[src/rtl/pipeline_ctrl_if.sv]
// pipeline_ctrl_if: hazard inputs from the datapath, latch controls and counters back.
// master = datapath side, slave = pipeline_ctrl.
interface pipeline_ctrl_if #(
  parameter int CNT_W = 32,
  parameter int REG_W = 5
);
  logic             ihit;
  logic             dhit;
  logic             exmem_dREN;
  logic             exmem_dWEN;
  logic             idex_dREN;
  logic [REG_W-1:0] idex_wsel;
  logic [REG_W-1:0] ifid_rs;
  logic [REG_W-1:0] ifid_rt;
  logic             ifid_uses_rt;
  logic             ex_redirect;
  logic             memwb_halt;

  logic             pc_en;
  logic             ifid_en;
  logic             idex_en;
  logic             exmem_en;
  logic             memwb_en;
  logic             ifid_flush;
  logic             idex_flush;
  logic             exmem_flush;
  logic             halt;
  logic [CNT_W-1:0] cyc_cnt;
  logic [CNT_W-1:0] stall_cnt;
  logic [CNT_W-1:0] flush_cnt;

  modport master (
    output ihit, dhit, exmem_dREN, exmem_dWEN,
    output idex_dREN, idex_wsel, ifid_rs, ifid_rt,
    output ifid_uses_rt, ex_redirect, memwb_halt,
    input  pc_en, ifid_en, idex_en, exmem_en, memwb_en,
    input  ifid_flush, idex_flush, exmem_flush, halt,
    input  cyc_cnt, stall_cnt, flush_cnt
  );

  modport slave (
    input  ihit, dhit, exmem_dREN, exmem_dWEN,
    input  idex_dREN, idex_wsel, ifid_rs, ifid_rt,
    input  ifid_uses_rt, ex_redirect, memwb_halt,
    output pc_en, ifid_en, idex_en, exmem_en, memwb_en,
    output ifid_flush, idex_flush, exmem_flush, halt,
    output cyc_cnt, stall_cnt, flush_cnt
  );
endinterface

[src/rtl/pipeline_ctrl.sv]
// pipeline_ctrl: stall/flush sequencer (load-use, cache waits, redirect, halt).
// Ports: CLK, RST (sync, active high), bus (pipeline_ctrl_if.slave).
module pipeline_ctrl #(
  parameter int CNT_W = 32,
  parameter int REG_W = 5
) (
  input  logic              CLK,
  input  logic              RST,
  pipeline_ctrl_if.slave    bus
);

  typedef enum logic [1:0] {RUN, DWAIT, HALTED} state_e;

  state_e           state_q, state_d;
  logic [CNT_W-1:0] cyc_q, cyc_d;
  logic [CNT_W-1:0] stall_q, stall_d;
  logic [CNT_W-1:0] flush_q, flush_d;

  logic [REG_W-1:0] wsel, rs, rt;
  logic mem_busy, lu_hazard, redir_fire;
  logic pc_en, ifid_en, idex_en, exmem_en, memwb_en;
  logic ifid_fl, idex_fl, exmem_fl;

  assign wsel = bus.idex_wsel;
  assign rs   = bus.ifid_rs;
  assign rt   = bus.ifid_rt;

  assign mem_busy = (bus.exmem_dREN | bus.exmem_dWEN) & ~bus.dhit;
  assign lu_hazard = bus.idex_dREN & (wsel != '0) &
    ((wsel == rs) | (bus.ifid_uses_rt & (wsel == rt)));

  // RUN and DWAIT share one decode; DWAIT only differs in name
  always_comb begin
    state_d    = state_q;
    redir_fire = 1'b0;
    pc_en      = 1'b0;
    ifid_en    = 1'b0;
    idex_en    = 1'b0;
    exmem_en   = 1'b0;
    memwb_en   = 1'b0;
    ifid_fl    = 1'b0;
    idex_fl    = 1'b0;
    exmem_fl   = 1'b0;
    if (state_q != HALTED) begin
      priority case (1'b1)
        bus.memwb_halt: begin
          ifid_fl  = 1'b1;
          idex_fl  = 1'b1;
          exmem_fl = 1'b1;
          state_d  = HALTED;
        end
        mem_busy: begin
          state_d = DWAIT;
        end
        bus.ex_redirect: begin
          {pc_en, ifid_en, idex_en} = '1;
          {exmem_en, memwb_en}      = '1;
          ifid_fl    = 1'b1;
          idex_fl    = 1'b1;
          redir_fire = 1'b1;
          state_d    = RUN;
        end
        lu_hazard: begin
          // one bubble: the load is gone from EX next cycle
          idex_en  = 1'b1;
          exmem_en = 1'b1;
          memwb_en = 1'b1;
          idex_fl  = 1'b1;
          state_d  = RUN;
        end
        ~bus.ihit: begin
          {ifid_en, idex_en} = '1;
          {exmem_en, memwb_en} = '1;
          ifid_fl = 1'b1;
          state_d = RUN;
        end
        default: begin
          {pc_en, ifid_en, idex_en} = '1;
          {exmem_en, memwb_en}      = '1;
          state_d = RUN;
        end
      endcase
    end
    if (RST) begin
      {pc_en, ifid_en, idex_en} = '0;
      {exmem_en, memwb_en}      = '0;
      {ifid_fl, idex_fl, exmem_fl} = '0;
      redir_fire = 1'b0;
      state_d    = RUN;
    end
  end

  always_comb begin
    cyc_d   = cyc_q;
    stall_d = stall_q;
    flush_d = flush_q;
    if (state_q != HALTED) begin
      if (cyc_q != '1)
        cyc_d = cyc_q + 1'b1;
      if (!pc_en && stall_q != '1)
        stall_d = stall_q + 1'b1;
      if (redir_fire && flush_q != '1)
        flush_d = flush_q + 1'b1;
    end
  end

  always_ff @(posedge CLK) begin
    if (RST) begin
      state_q <= RUN;
      cyc_q   <= '0;
      stall_q <= '0;
      flush_q <= '0;
    end else begin
      state_q <= state_d;
      cyc_q   <= cyc_d;
      stall_q <= stall_d;
      flush_q <= flush_d;
    end
  end

  assign bus.pc_en       = pc_en;
  assign bus.ifid_en     = ifid_en;
  assign bus.idex_en     = idex_en;
  assign bus.exmem_en    = exmem_en;
  assign bus.memwb_en    = memwb_en;
  assign bus.ifid_flush  = ifid_fl;
  assign bus.idex_flush  = idex_fl;
  assign bus.exmem_flush = exmem_fl;
  // reset forces halt and counters low in the reset cycle itself
  assign bus.halt      = (state_q == HALTED) & ~RST;
  assign bus.cyc_cnt   = RST ? '0 : cyc_q;
  assign bus.stall_cnt = RST ? '0 : stall_q;
  assign bus.flush_cnt = RST ? '0 : flush_q;

endmodule

[src/flat_wrapper.sv]
// flat-port wrapper written by rule: the top's interface ports become plain ports
module pipeline_ctrl_flat 
#(
  parameter int CNT_W = 32,
  parameter int REG_W = 5
)
  (CLK, RST, bus_ihit, bus_dhit, bus_exmem_dREN, bus_exmem_dWEN, bus_idex_dREN, bus_idex_wsel, bus_ifid_rs, bus_ifid_rt, bus_ifid_uses_rt, bus_ex_redirect, bus_memwb_halt, bus_pc_en, bus_ifid_en, bus_idex_en, bus_exmem_en, bus_memwb_en, bus_ifid_flush, bus_idex_flush, bus_exmem_flush, bus_halt, bus_cyc_cnt, bus_stall_cnt, bus_flush_cnt);
  pipeline_ctrl_if #(.CNT_W(CNT_W), .REG_W(REG_W)) bus_i ();
  input  logic CLK;
  input  logic RST;
  input wire logic [$bits(bus_i.ihit)-1:0] bus_ihit;
  input wire logic [$bits(bus_i.dhit)-1:0] bus_dhit;
  input wire logic [$bits(bus_i.exmem_dREN)-1:0] bus_exmem_dREN;
  input wire logic [$bits(bus_i.exmem_dWEN)-1:0] bus_exmem_dWEN;
  input wire logic [$bits(bus_i.idex_dREN)-1:0] bus_idex_dREN;
  input wire logic [$bits(bus_i.idex_wsel)-1:0] bus_idex_wsel;
  input wire logic [$bits(bus_i.ifid_rs)-1:0] bus_ifid_rs;
  input wire logic [$bits(bus_i.ifid_rt)-1:0] bus_ifid_rt;
  input wire logic [$bits(bus_i.ifid_uses_rt)-1:0] bus_ifid_uses_rt;
  input wire logic [$bits(bus_i.ex_redirect)-1:0] bus_ex_redirect;
  input wire logic [$bits(bus_i.memwb_halt)-1:0] bus_memwb_halt;
  output wire logic [$bits(bus_i.pc_en)-1:0] bus_pc_en;
  output wire logic [$bits(bus_i.ifid_en)-1:0] bus_ifid_en;
  output wire logic [$bits(bus_i.idex_en)-1:0] bus_idex_en;
  output wire logic [$bits(bus_i.exmem_en)-1:0] bus_exmem_en;
  output wire logic [$bits(bus_i.memwb_en)-1:0] bus_memwb_en;
  output wire logic [$bits(bus_i.ifid_flush)-1:0] bus_ifid_flush;
  output wire logic [$bits(bus_i.idex_flush)-1:0] bus_idex_flush;
  output wire logic [$bits(bus_i.exmem_flush)-1:0] bus_exmem_flush;
  output wire logic [$bits(bus_i.halt)-1:0] bus_halt;
  output wire logic [$bits(bus_i.cyc_cnt)-1:0] bus_cyc_cnt;
  output wire logic [$bits(bus_i.stall_cnt)-1:0] bus_stall_cnt;
  output wire logic [$bits(bus_i.flush_cnt)-1:0] bus_flush_cnt;
  assign bus_i.ihit = bus_ihit;
  assign bus_i.dhit = bus_dhit;
  assign bus_i.exmem_dREN = bus_exmem_dREN;
  assign bus_i.exmem_dWEN = bus_exmem_dWEN;
  assign bus_i.idex_dREN = bus_idex_dREN;
  assign bus_i.idex_wsel = bus_idex_wsel;
  assign bus_i.ifid_rs = bus_ifid_rs;
  assign bus_i.ifid_rt = bus_ifid_rt;
  assign bus_i.ifid_uses_rt = bus_ifid_uses_rt;
  assign bus_i.ex_redirect = bus_ex_redirect;
  assign bus_i.memwb_halt = bus_memwb_halt;
  assign bus_pc_en = bus_i.pc_en;
  assign bus_ifid_en = bus_i.ifid_en;
  assign bus_idex_en = bus_i.idex_en;
  assign bus_exmem_en = bus_i.exmem_en;
  assign bus_memwb_en = bus_i.memwb_en;
  assign bus_ifid_flush = bus_i.ifid_flush;
  assign bus_idex_flush = bus_i.idex_flush;
  assign bus_exmem_flush = bus_i.exmem_flush;
  assign bus_halt = bus_i.halt;
  assign bus_cyc_cnt = bus_i.cyc_cnt;
  assign bus_stall_cnt = bus_i.stall_cnt;
  assign bus_flush_cnt = bus_i.flush_cnt;
  pipeline_ctrl #(.CNT_W(CNT_W), .REG_W(REG_W)) u_core (.CLK(CLK), .RST(RST), .bus(bus_i));
endmodule
[config.mk]
export PLATFORM = sky130hd
export DESIGN_NAME = pipeline_ctrl_flat
export DESIGN_NICKNAME = d
export VERILOG_FILES = /design/src/rtl/pipeline_ctrl_if.sv /design/src/rtl/pipeline_ctrl.sv /design/src/flat_wrapper.sv
export SDC_FILE = /design/constraint.sdc
export NUM_CORES = 1
export LEC_CHECK = 0
export CAP_MARGIN = 10
export CORE_MARGIN = 5
export CORE_UTILIZATION = 40
export CTS_CLUSTER_DIAMETER = 60
export DETAILED_ROUTE_END_ITERATION = 8
export PLACE_DENSITY_LB_ADDON = 0.25
export SKIP_CTS_REPAIR_TIMING = 1
export SYNTH_ARGS = -nofsm -noshare
export SYNTH_HDL_FRONTEND = slang
export SYNTH_SLANG_ARGS = --single-unit
[constraint.sdc]
create_clock -name CLK -period 2.84 [get_ports CLK]
set_clock_uncertainty 0.05 [all_clocks]
set_input_delay 0.71 -clock CLK [delete_from_list [all_inputs] [get_ports CLK]]
set_output_delay 0.71 -clock CLK [all_outputs]
set_load 0.005 [all_outputs]
==> impl_results.md, run 1 <==
* Outcome: complete, but fails checks
* Failing checks: setup timing
* Port-buffer cells at 129
* Critical path endpoint category: primary output
* Net Sw Power at 651 µW
* DP Wirelength at 10400 µm
* 1st-iter DRT viols at 319
* Routed WL per cell at 13.9 µm
* Syn nets at 700
* Fin cells at 1000
* Crit path DAT at 2250 ps
* CTS Buffer Depth at 2
* Cell taking the most area after synthesis: dfxtp_1
* Crit share post-route at 1.06
* Top FF cell, synth: dfxtp_1
* Worst vdd ir at 315 µV
* Post-synth top area share at 0.369
* Headroom to the max-slew limit at 0.668
* Vias in the first global route at 4951
* Sink Count at 98
* Share of layout cells above drive strength 1 at 0.123
* Cell-internal power at 2.32 mW
* Crit Path Class: in -> out
* GRT Residual Overflow at 0
* Die area at 15700 µm²
* Cells after Synth at 672
* Antenna-violating nets left at 0
* Worst Slack Setup Final at -169 ps
* Total wire length at 13900 µm
* First-pass GRT wire length at 23000 µm
* Detailed Routing Iterations Pass 1 at 4
* Ant. Diodes at 0
* Pins Over Slew Limit at 0
* All-layer global routing usage at 0.172
* Core area at 13100 µm²
* MaxCap Viol Count at 0
* Number of distinct library cells after synthesis at 46
* Antenna violations before repair at 0
* EDFF count, synth at 0
* Die height at 125 µm
* Comb pwr share at 0.081
* Register area share after synthesis at 0.369
* Clock Power Share at 0.448
* # DRC at 0
* Worst skew pair latency at 340 ps
* Routed vias at 5102
* Power, Total at 2.98 mW
* Count leader, synth: nor2_1
* DIE WIDTH at 125 µm
* FILL cells at 1195
* Post-synth ARST share at 0
* Layout net count at 848
* Register bit total from synthesis at 98
* Sw frac at 0.219
* Mapped Area at 5320 µm²
* Placed cell count at 981
* RePlAce Congestion at 0.883
* Root cell of the clock tree: clkbuf_16
* I/O Pins at 130
* Leak Pwr at 2.95 nW
* Cell area power density at 396 nW/µm²
* Unrepaired setup endpoints after global routing: true
* Commonest cells post-synth: nor2_1, dfxtp_1, nor2b_1
* Floorplan row count at 42
* Sequential share of power at 0.471
* Slew @ Worst Pin at 493 ps
* Syn avg cell area at 7.92 µm²
* Period minus WS final at 3010 ps
* Setup-failing EPs final at 9
* Hold Vio Cnt, Final at 0
* Largest net degree at the start of global routing at 59
* Top cells by area, synth: dfxtp_1, nor2b_1, nor2_1
* Via density at 5.10
* Area grow syn2layout at 41.1%
* CP max FO at 4
* YS warnings at 0
* Critical Path RT at 2080 ps
* H-tree levels at 3
* Startpoint types: input pin
* Initial Util at 0.405
* Min Hold Slack at 447 ps
* TNS Setup at -642 ps
* Inserted Clock Buffers at 9
* Reg clk slew, reported paths at 70 ps
* Post-layout util at 0.572
* Hold Crit Class: reg -> reg
* Fmax at 332 MHz
* CTS tree: yes
[cells by family after synthesis]
kind of cell    share of synthesized area
simple gates                        0.387
flops                               0.369
xor+xnor                           0.0954
compound gates                     0.0623
buf+inv                            0.0348
mux                                0.0444
fa+ha+maj                         0.00705
[placed cells by master (no fill, tap or decap), types with 13 or more instances in the layout]
master,netlist,final
dlymetal6s2s_1,0,21
nor3_1,21,17
nor2b_1,92,92
dfxtp_1,98,98
nand2_1,57,57
xor2_1,31,28
buf_4,2,37
nand4_1,24,24
o21ai_0,27,25
and4_1,13,13
nor2_1,100,100
mux2_2,20,20
nand3_1,32,32
clkdlybuf4s50_1,0,102
and3_1,16,16
xnor2_1,27,27
[area by class of cell]
class / instances / area (µm²) / share of cell area
timing repair buffer: 172 / 1710 / 0.228
sequential: 98 / 1960 / 0.261
tap: 176 / 220 / 0.0293
multi-input combinational: 531 / 3260 / 0.435
clock buffer: 13 / 260 / 0.0347
clock inverter: 2 / 60.1 / 0.00800
inverter: 8 / 30.0 / 0.00400
[flip-flops by register name, indices dropped and copies added (netlist names)]
signal,count
u_core.state_q,2
u_core.stall_q,32
u_core.cyc_q,32
u_core.flush_q,32
[path summary, 6_finish.rpt]
path,from,end,slack (ps),cells past startpoint
max,bus_idex_wsel[3],bus_pc_en,-170,8
max reg2reg,u_core.state_q[0],u_core.stall_q[22],400,9
min,u_core.flush_q[4],u_core.flush_q[4],450,1
min reg2reg,u_core.flush_q[4],u_core.flush_q[4],450,1
[worst max-delay path, stage by stage]
cell and delay, ps:
buf_6 90, buf_6 110, xor2_2 170, nor4_2 300, a32oi_2 170, buf_4 160
o31a_1 380, clkbuf_2 150
[power groups by stage]
stage	clock network, mW	logic, mW	registers (mW)
2_1_floorplan	0	0.111	1.43
3_3_place_gp	0	0.225	1.43
3_5_place_dp	0	0.231	1.43
4_1_cts	1.37	0.232	1.40
5_1_grt	1.42	0.266	1.40
6_report	1.33	0.241	1.40
[metrics by stage]
stage,area [µm²],setup WS [ps]
3_3_place_gp,7020,-846
3_5_place_dp,7020,-819
4_1_cts,7340,-844
5_1_grt,7510,-224
6_report,7510,-169
2_1_floorplan,5320,106
[metal layers]
layer	up-vias	wire, µm	GRT usage
li1	2575	-	-
met1	2387	6170	0.208
met4	0	290	0.0702
met2	122	6660	0.293
met3	18	752	0.0435
met5	-	0	0
Power figures use the tool's default switching activity.
==> run 2: changes to the inputs <==
- TNS_END_PERCENT: unset -> 100
==> results of run 2 <==
No change in the layout: final DEF, timing and power equal those of run 1.
